$ cat config.mk
export PLATFORM = sky130hd
export DESIGN_NAME = prog_loader_flat
export DESIGN_NICKNAME = d
export VERILOG_FILES = /design/src/rtl/prog_loader_pkg.sv /design/src/rtl/prog_loader_if.sv /design/src/rtl/prog_loader_word_packer.sv /design/src/rtl/prog_loader.sv /design/src/flat_wrapper.sv
export SDC_FILE = /design/constraint.sdc
export NUM_CORES = 1
export LEC_CHECK = 0
export BUFFER_PORTS_ARGS = -buffer_cell sky130_fd_sc_hd__buf_4
export CORE_ASPECT_RATIO = 1.4
export CORE_MARGIN = 2
export CORE_UTILIZATION = 56
export DETAILED_ROUTE_END_ITERATION = 8
export GPL_ROUTABILITY_DRIVEN = 0
export HOLD_SLACK_MARGIN = 0.08
export PLACE_DENSITY_LB_ADDON = 0.12
export RECOVER_POWER = 50
export SLEW_MARGIN = 25
export SYNTH_ARGS = -nofsm -noshare
export SYNTH_HDL_FRONTEND = slang
export SYNTH_SLANG_ARGS = --single-unit
$ cat constraint.sdc
create_clock -name clk -period 2.45 [get_ports clk]
set_input_delay 0.1225 -clock clk [delete_from_list [all_inputs] [get_ports clk]]
set_output_delay 0.1225 -clock clk [all_outputs]
set_load 0.05 [all_outputs]
$ cat src/rtl/prog_loader_pkg.sv
// rtl/prog_loader_pkg.sv - shared widths and state encodings for the program loader
package prog_loader_pkg;

  // Memory word-address width and instruction word width
  localparam int ADDR  = 16;
  localparam int WORD  = 32;
  localparam int BYTES = WORD / 8;

  // Loader state encodings
  localparam logic [2:0] LD_IDLE = 3'd0;
  localparam logic [2:0] LD_LEN0 = 3'd1;
  localparam logic [2:0] LD_LEN1 = 3'd2;
  localparam logic [2:0] LD_DATA = 3'd3;
  localparam logic [2:0] LD_CSUM = 3'd4;
  localparam logic [2:0] LD_DONE = 3'd5;

  typedef enum logic [2:0] {
    S_IDLE = LD_IDLE,
    S_LEN0 = LD_LEN0,
    S_LEN1 = LD_LEN1,
    S_DATA = LD_DATA,
    S_CSUM = LD_CSUM,
    S_DONE = LD_DONE
  } ld_state_t;

endpackage

$ cat src/rtl/prog_loader_if.sv
// rtl/prog_loader_if.sv - byte stream in and instruction-memory write port out
interface prog_loader_if;

  logic [7:0]                         byte_i;
  logic                               bv_i;
  logic                               brdy_o;
  logic [prog_loader_pkg::ADDR-1:0]   mem_a_o;
  logic                               mem_w_o;
  logic [prog_loader_pkg::WORD-1:0]   mem_d_o;

  // master: byte source and memory sink; slave: the loader itself
  modport master (output byte_i, bv_i, input brdy_o, mem_a_o, mem_w_o, mem_d_o);
  modport slave  (input byte_i, bv_i, output brdy_o, mem_a_o, mem_w_o, mem_d_o);

endinterface

$ cat src/rtl/prog_loader_word_packer.sv
// rtl/prog_loader_word_packer.sv - assembles little-endian bytes into instruction words
module word_packer
  import prog_loader_pkg::*;
(
  input  logic            clk,
  input  logic            rst,
  input  logic            clr,
  input  logic            en,
  input  logic [7:0]      data_in,
  output logic [WORD-1:0] word,
  output logic            last,
  output logic            done
);

  localparam int IW = (BYTES > 1) ? $clog2(BYTES) : 1;

  logic [IW-1:0] idx;

  // The byte being accepted now completes the current word
  assign last = en && (idx == IW'(BYTES - 1));

  // Byte lane fill; done pulses for one cycle while the full word is on word
  always_ff @(posedge clk or posedge rst) begin
    if (rst) begin
      idx  <= '0;
      word <= '0;
      done <= 1'b0;
    end else begin
      done <= 1'b0;
      if (clr) begin
        idx  <= '0;
        word <= '0;
      end else if (en) begin
        word[8*idx +: 8] <= data_in;
        if (last) begin
          idx  <= '0;
          done <= 1'b1;
        end else begin
          idx <= idx + 1'b1;
        end
      end
    end
  end

endmodule

$ cat src/rtl/prog_loader.sv
// rtl/prog_loader.sv - byte-stream image loader for instruction memory; LOADER_CSUM_EN adds an XOR trailer check
module prog_loader
  import prog_loader_pkg::*;
#(
  parameter logic [ADDR-1:0] BASE = '0
) (
  input  logic            clk,
  input  logic            rst,
  input  logic            start_i,
  prog_loader_if.slave    bus,
  output logic            busy_o,
  output logic            done_o,
  output logic            err_o,
  output logic            core_rst_o
);

`ifdef LOADER_CSUM_EN
  localparam ld_state_t S_TAIL = S_CSUM;
`else
  localparam ld_state_t S_TAIL = S_DONE;
`endif

  ld_state_t        state, next;
  logic [7:0]       len_lo;
  logic [15:0]      left;
  logic [ADDR-1:0]  addr;
  logic             take;
  logic             start_go;
  logic [WORD-1:0]  word;
  logic             word_last;
  logic             word_done;

  assign take     = bus.bv_i && bus.brdy_o;
  assign start_go = start_i && (state == S_IDLE || state == S_DONE);

  word_packer u_pack (
    .clk     (clk),
    .rst     (rst),
    .clr     (start_go),
    .en      (take && state == S_DATA),
    .data_in (bus.byte_i),
    .word    (word),
    .last    (word_last),
    .done    (word_done)
  );

  // State register
  always_ff @(posedge clk or posedge rst) begin
    if (rst) state <= S_IDLE;
    else     state <= next;
  end

  // Next-state: header, payload, optional trailer, then park in DONE
  always_comb begin
    next = state;
    case (state)
      S_IDLE, S_DONE: if (start_i) next = S_LEN0;
      S_LEN0:         if (take) next = S_LEN1;
      S_LEN1:         if (take) next = ({bus.byte_i, len_lo} == 16'd0) ? S_TAIL : S_DATA;
      S_DATA:         if (take && word_last && left == 16'd1) next = S_TAIL;
`ifdef LOADER_CSUM_EN
      S_CSUM:         if (take) next = S_DONE;
`endif
      default:        next = S_IDLE;
    endcase
  end

  // Word count and write address; address advances after each write pulse
  always_ff @(posedge clk or posedge rst) begin
    if (rst) begin
      len_lo <= '0;
      left   <= '0;
      addr   <= BASE;
    end else if (start_go) begin
      left   <= '0;
      addr   <= BASE;
    end else begin
      if (state == S_LEN0 && take) len_lo <= bus.byte_i;
      if (state == S_LEN1 && take) left <= {bus.byte_i, len_lo};
      if (state == S_DATA && take && word_last) left <= left - 16'd1;
      if (word_done) addr <= addr + ADDR'(1);
    end
  end

`ifdef LOADER_CSUM_EN
  logic [7:0] csum;
  logic       err;

  // Running XOR of payload bytes, compared against the trailer byte
  always_ff @(posedge clk or posedge rst) begin
    if (rst) begin
      csum <= '0;
      err  <= 1'b0;
    end else if (start_go) begin
      csum <= '0;
      err  <= 1'b0;
    end else if (state == S_DATA && take) begin
      csum <= csum ^ bus.byte_i;
    end else if (state == S_CSUM && take) begin
      err  <= (bus.byte_i != csum);
    end
  end

  assign err_o = err;
`else
  assign err_o = 1'b0;
`endif

  assign bus.brdy_o  = (state == S_LEN0) || (state == S_LEN1) ||
                       (state == S_DATA) || (state == S_CSUM);
  assign bus.mem_w_o = word_done;
  assign bus.mem_d_o = word;
  assign bus.mem_a_o = addr;

  // The last write may still be in flight on the first DONE cycle; hold
  // done and the core reset until it has gone out
  assign busy_o     = !(state == S_IDLE || state == S_DONE);
  assign done_o     = (state == S_DONE) && !word_done;
  assign core_rst_o = !(done_o && !err_o);

endmodule

$ cat src/flat_wrapper.sv
// flat-port wrapper written by rule: the top's interface ports become plain ports
module prog_loader_flat import prog_loader_pkg::*;
#(
  parameter logic [ADDR-1:0] BASE = '0
)
  (clk, rst, start_i, busy_o, done_o, err_o, core_rst_o, bus_byte_i, bus_bv_i, bus_brdy_o, bus_mem_a_o, bus_mem_w_o, bus_mem_d_o);
  prog_loader_if bus_i ();
  input  logic clk;
  input  logic rst;
  input  logic start_i;
  output logic busy_o;
  output logic done_o;
  output logic err_o;
  output logic core_rst_o;
  input wire logic [$bits(bus_i.byte_i)-1:0] bus_byte_i;
  input wire logic [$bits(bus_i.bv_i)-1:0] bus_bv_i;
  output wire logic [$bits(bus_i.brdy_o)-1:0] bus_brdy_o;
  output wire logic [$bits(bus_i.mem_a_o)-1:0] bus_mem_a_o;
  output wire logic [$bits(bus_i.mem_w_o)-1:0] bus_mem_w_o;
  output wire logic [$bits(bus_i.mem_d_o)-1:0] bus_mem_d_o;
  assign bus_i.byte_i = bus_byte_i;
  assign bus_i.bv_i = bus_bv_i;
  assign bus_brdy_o = bus_i.brdy_o;
  assign bus_mem_a_o = bus_i.mem_a_o;
  assign bus_mem_w_o = bus_i.mem_w_o;
  assign bus_mem_d_o = bus_i.mem_d_o;
  prog_loader #(.BASE(BASE)) u_core (.clk(clk), .rst(rst), .start_i(start_i), .bus(bus_i), .busy_o(busy_o), .done_o(done_o), .err_o(err_o), .core_rst_o(core_rst_o));
endmodule
==> impl_metrics.ini <==
[finish]
nFillCells = 589
layout_common_cells = 78 x dfrtp_1, 48 x clkbuf_1, 31 x nor2_1, 30 x nand2_1, 27 x a21oi_1
syn_to_final_growth_pct = 16.4
diodes = 0
drive_gt1_share_pct = 12.9
finish.net_count = 464
layout_commonest_cell = dfrtp_1
stdcell_area_um2 = 4430

[synth]
syn_avg_cell_area_um2 = 10.2
async_reset_ff_share_pct = 100
ys_ff_latch = 78
ys.flop_type = dfrtp_1
synth_edf_count = 0
synth_cell_types = 55
ys.warnings.count = 0
synthCells = 372
syn-num-nets = 392
syn-cell-area_um2 = 3810
ys_seq_area_share_pct = 51.2

[clocking]
clock-root-buffer = clkbuf_8
cts_setup_buffers = 0
cts_num_sinks = 78
cts_made_buffers = 9
cts-htree-levels = 3
tritoncts = done
clk_path_buf_depth = 2
clk_pin_slew_worst_paths_ns = 0.09
clkLatencyLatePin_ns = 0.37
cts.repair.resized = 0

[floorplan]
start_util_pct = 58.0
fp.dieArea_um2 = 7490
io_pins = 66
die_h_um = 102
core_area_um2 = 6570
die_w_um = 73.7
rows = 35

[timing]
fmax_ghz = 0.482
tns_ns = 0
hold_violations = 0
worst_slew_pin_slew_ns = 1.08
setup_violations = 0
slew_headroom_pct = 28.2
maxSlewViolCount = 0
skew_ns = 0.00981
period_needed_ns = 2.07
fin_crit_sh_pct = 84.7
rsz0062_at_grt = false

[worst_setup_path]
crit_required_ns = 2.76
path_depth = 6
crit_fanout = 6
critPathArrivalTime_ns = 2.38
crit_buf_inv = 1
crit_chain = inv_1 -> ha_1 -> nor3b_1 -> nand3_1 -> or4_1 -> nand3_1
slowest_delay_ns = 0.50
cp_common_cell = nand3_1
critPathKind = reg -> reg
start_kind = flip-flop
cp_top_family = simple AND/OR/NAND/NOR gates
end_kind = flip-flop
slowest_stage = or4_1
rr_worst_depth = 6

[global_route]
grt_util_met3_pct = 4.98
grt_busiest_layer = met2
grt_usage_pct = 25.1
overflow = 0
grt_max_degree = 51
grt_pass1_wl_um = 14400
antenna_found_initial = 0
grt_pass1_vias = 2955
grt_util_met2_pct = 39.7
gr-usage-met1_pct = 32.3

[place]
portBuffers = 64
placed_area_um2 = 4340
dp_hpwl_um = 6330

[routing]
drt_iter0_drc = 189
ant_nets = 0
drc = 0
via_per_inst = 6.04
wl_per_cell_um = 17.2
wl_um = 9000
routed-via-count = 3157
firstDrtPassIters = 6

[min_path]
hold_class = in -> reg
hold_depth = 3

[status]
status = completed

[power_and_ir_drop]
peakVddDrop_v = 0.000691
powerDensity_nw_per_um2 = 1370
p_leak_nw = 1.90

[flow_run]
cap_violations = 0
[kinds of logic after synthesis]
family | share of synthesized area [%]
AOI/OAI and AO/OA | 17.4
xor gates and xnor gates | 3.45
adders and majority gates | 2.63
buffers and inverters | 3.38
DFF | 51.2
muxes | 2.89
other | 0.0985
and+or+nand+nor | 18.9
[stage by stage]
stage | std cells | setup WS [ns] | total power [mW] | hold WS, ns | util [%]
3_5_place_dp | 498 | 0.405 | 5.44 | 0.242 | 66.1
5_1_grt | 523 | 0.168 | 6.42 | 0.146 | 67.5
4_1_cts | 523 | 0.390 | 6.40 | 0.124 | 70.4
6_report | 523 | 0.376 | 6.08 | 0.127 | 67.5
3_3_place_gp | 498 | 0.477 | 5.37 | 0.236 | 66.1
2_1_floorplan | 372 | 0.332 | 4.51 | 0.255 | -
[repair_timing]
action,in CTS,in global routing
hold buffers,9,0
setup endpoints to repair,0,0
hold endpoints to repair,58,0
[worst min-delay path, stage by stage]
cell and delay, ns:
buf_4 0.13, mux2i_1 0.08, o22ai_1 0.12
[power by group]
part | internal, mW | switching (mW) | leakage [nW] | total, mW
logic | 0.788 | 2.03 | 0.793 | 2.82
registers | 1.82 | 0.503 | 1.01 | 2.32
clock network | 0.413 | 0.532 | 0.0918 | 0.945
total | 3.02 | 3.06 | 1.90 | 6.08
[registers in the layout, summed over array words and instances, names as in the netlist]
signal,cells
u_core.u_pack.word,32
u_core.bus.mem_a_o,16
u_core.left,16
u_core.len_lo,8
u_core.state,3
u_core.u_pack.idx,2
u_core.u_pack.done,1
[metal layers]
layer	part of all wire [%]	up-vias
met2	49	87
li1	-	1506
met5	0	-
met3	4.9	20
met4	3.0	0
met1	44	1544
[synth_stat cells, drive strengths merged, types with 3 or more instances]
cell type / n / area (µm²)
and3: 3 / 18.8
mux2: 8 / 90.1
ha: 8 / 100
a21oi: 27 / 135
or2: 3 / 18.8
nand4: 5 / 31.3
nor3: 15 / 101
nand2: 31 / 119
xor2: 9 / 78.8
o21ai: 18 / 90.1
a22o: 25 / 220
dfrtp: 78 / 1950
xnor2: 6 / 52.6
or3: 4 / 35.0
a22oi: 3 / 22.5
o2bb2ai: 6 / 52.6
nand3: 17 / 85.1
nor3b: 4 / 30.0
inv: 11 / 41.3
nor2: 32 / 123
nor4: 8 / 50.1
buf: 15 / 80.1
o22ai: 4 / 31.3
[cell type report]
| type | count | area [µm²] | share of cell area, % |
|---|---|---|---|
| multi-input cells | 266 | 1730 | 39.0 |
| repair buffers | 78 | 428 | 9.66 |
| clock buffers | 10 | 138 | 3.11 |
| clock inverters | 6 | 52.6 | 1.19 |
| well taps | 74 | 92.6 | 2.09 |
| inverters | 11 | 41.3 | 0.932 |
| flip-flops and latches | 78 | 1950 | 44.0 |
[path summary, 6_finish.rpt]
kind / startpoint / end / slack (ns)
max: u_core.left[0] / u_core.left[14] / 0.38
max in group asynchronous: rst / u_core.bus.mem_a_o[1] / 0.54
min in group asynchronous: rst / u_core.u_pack.word[28] / 0.57
max reg2reg: u_core.left[0] / u_core.left[14] / 0.38
min reg2reg: u_core.left[8] / u_core.left[8] / 0.51
min: bus_bv_i / u_core.state[0] / 0.13
Power figures use the tool's default switching activity.
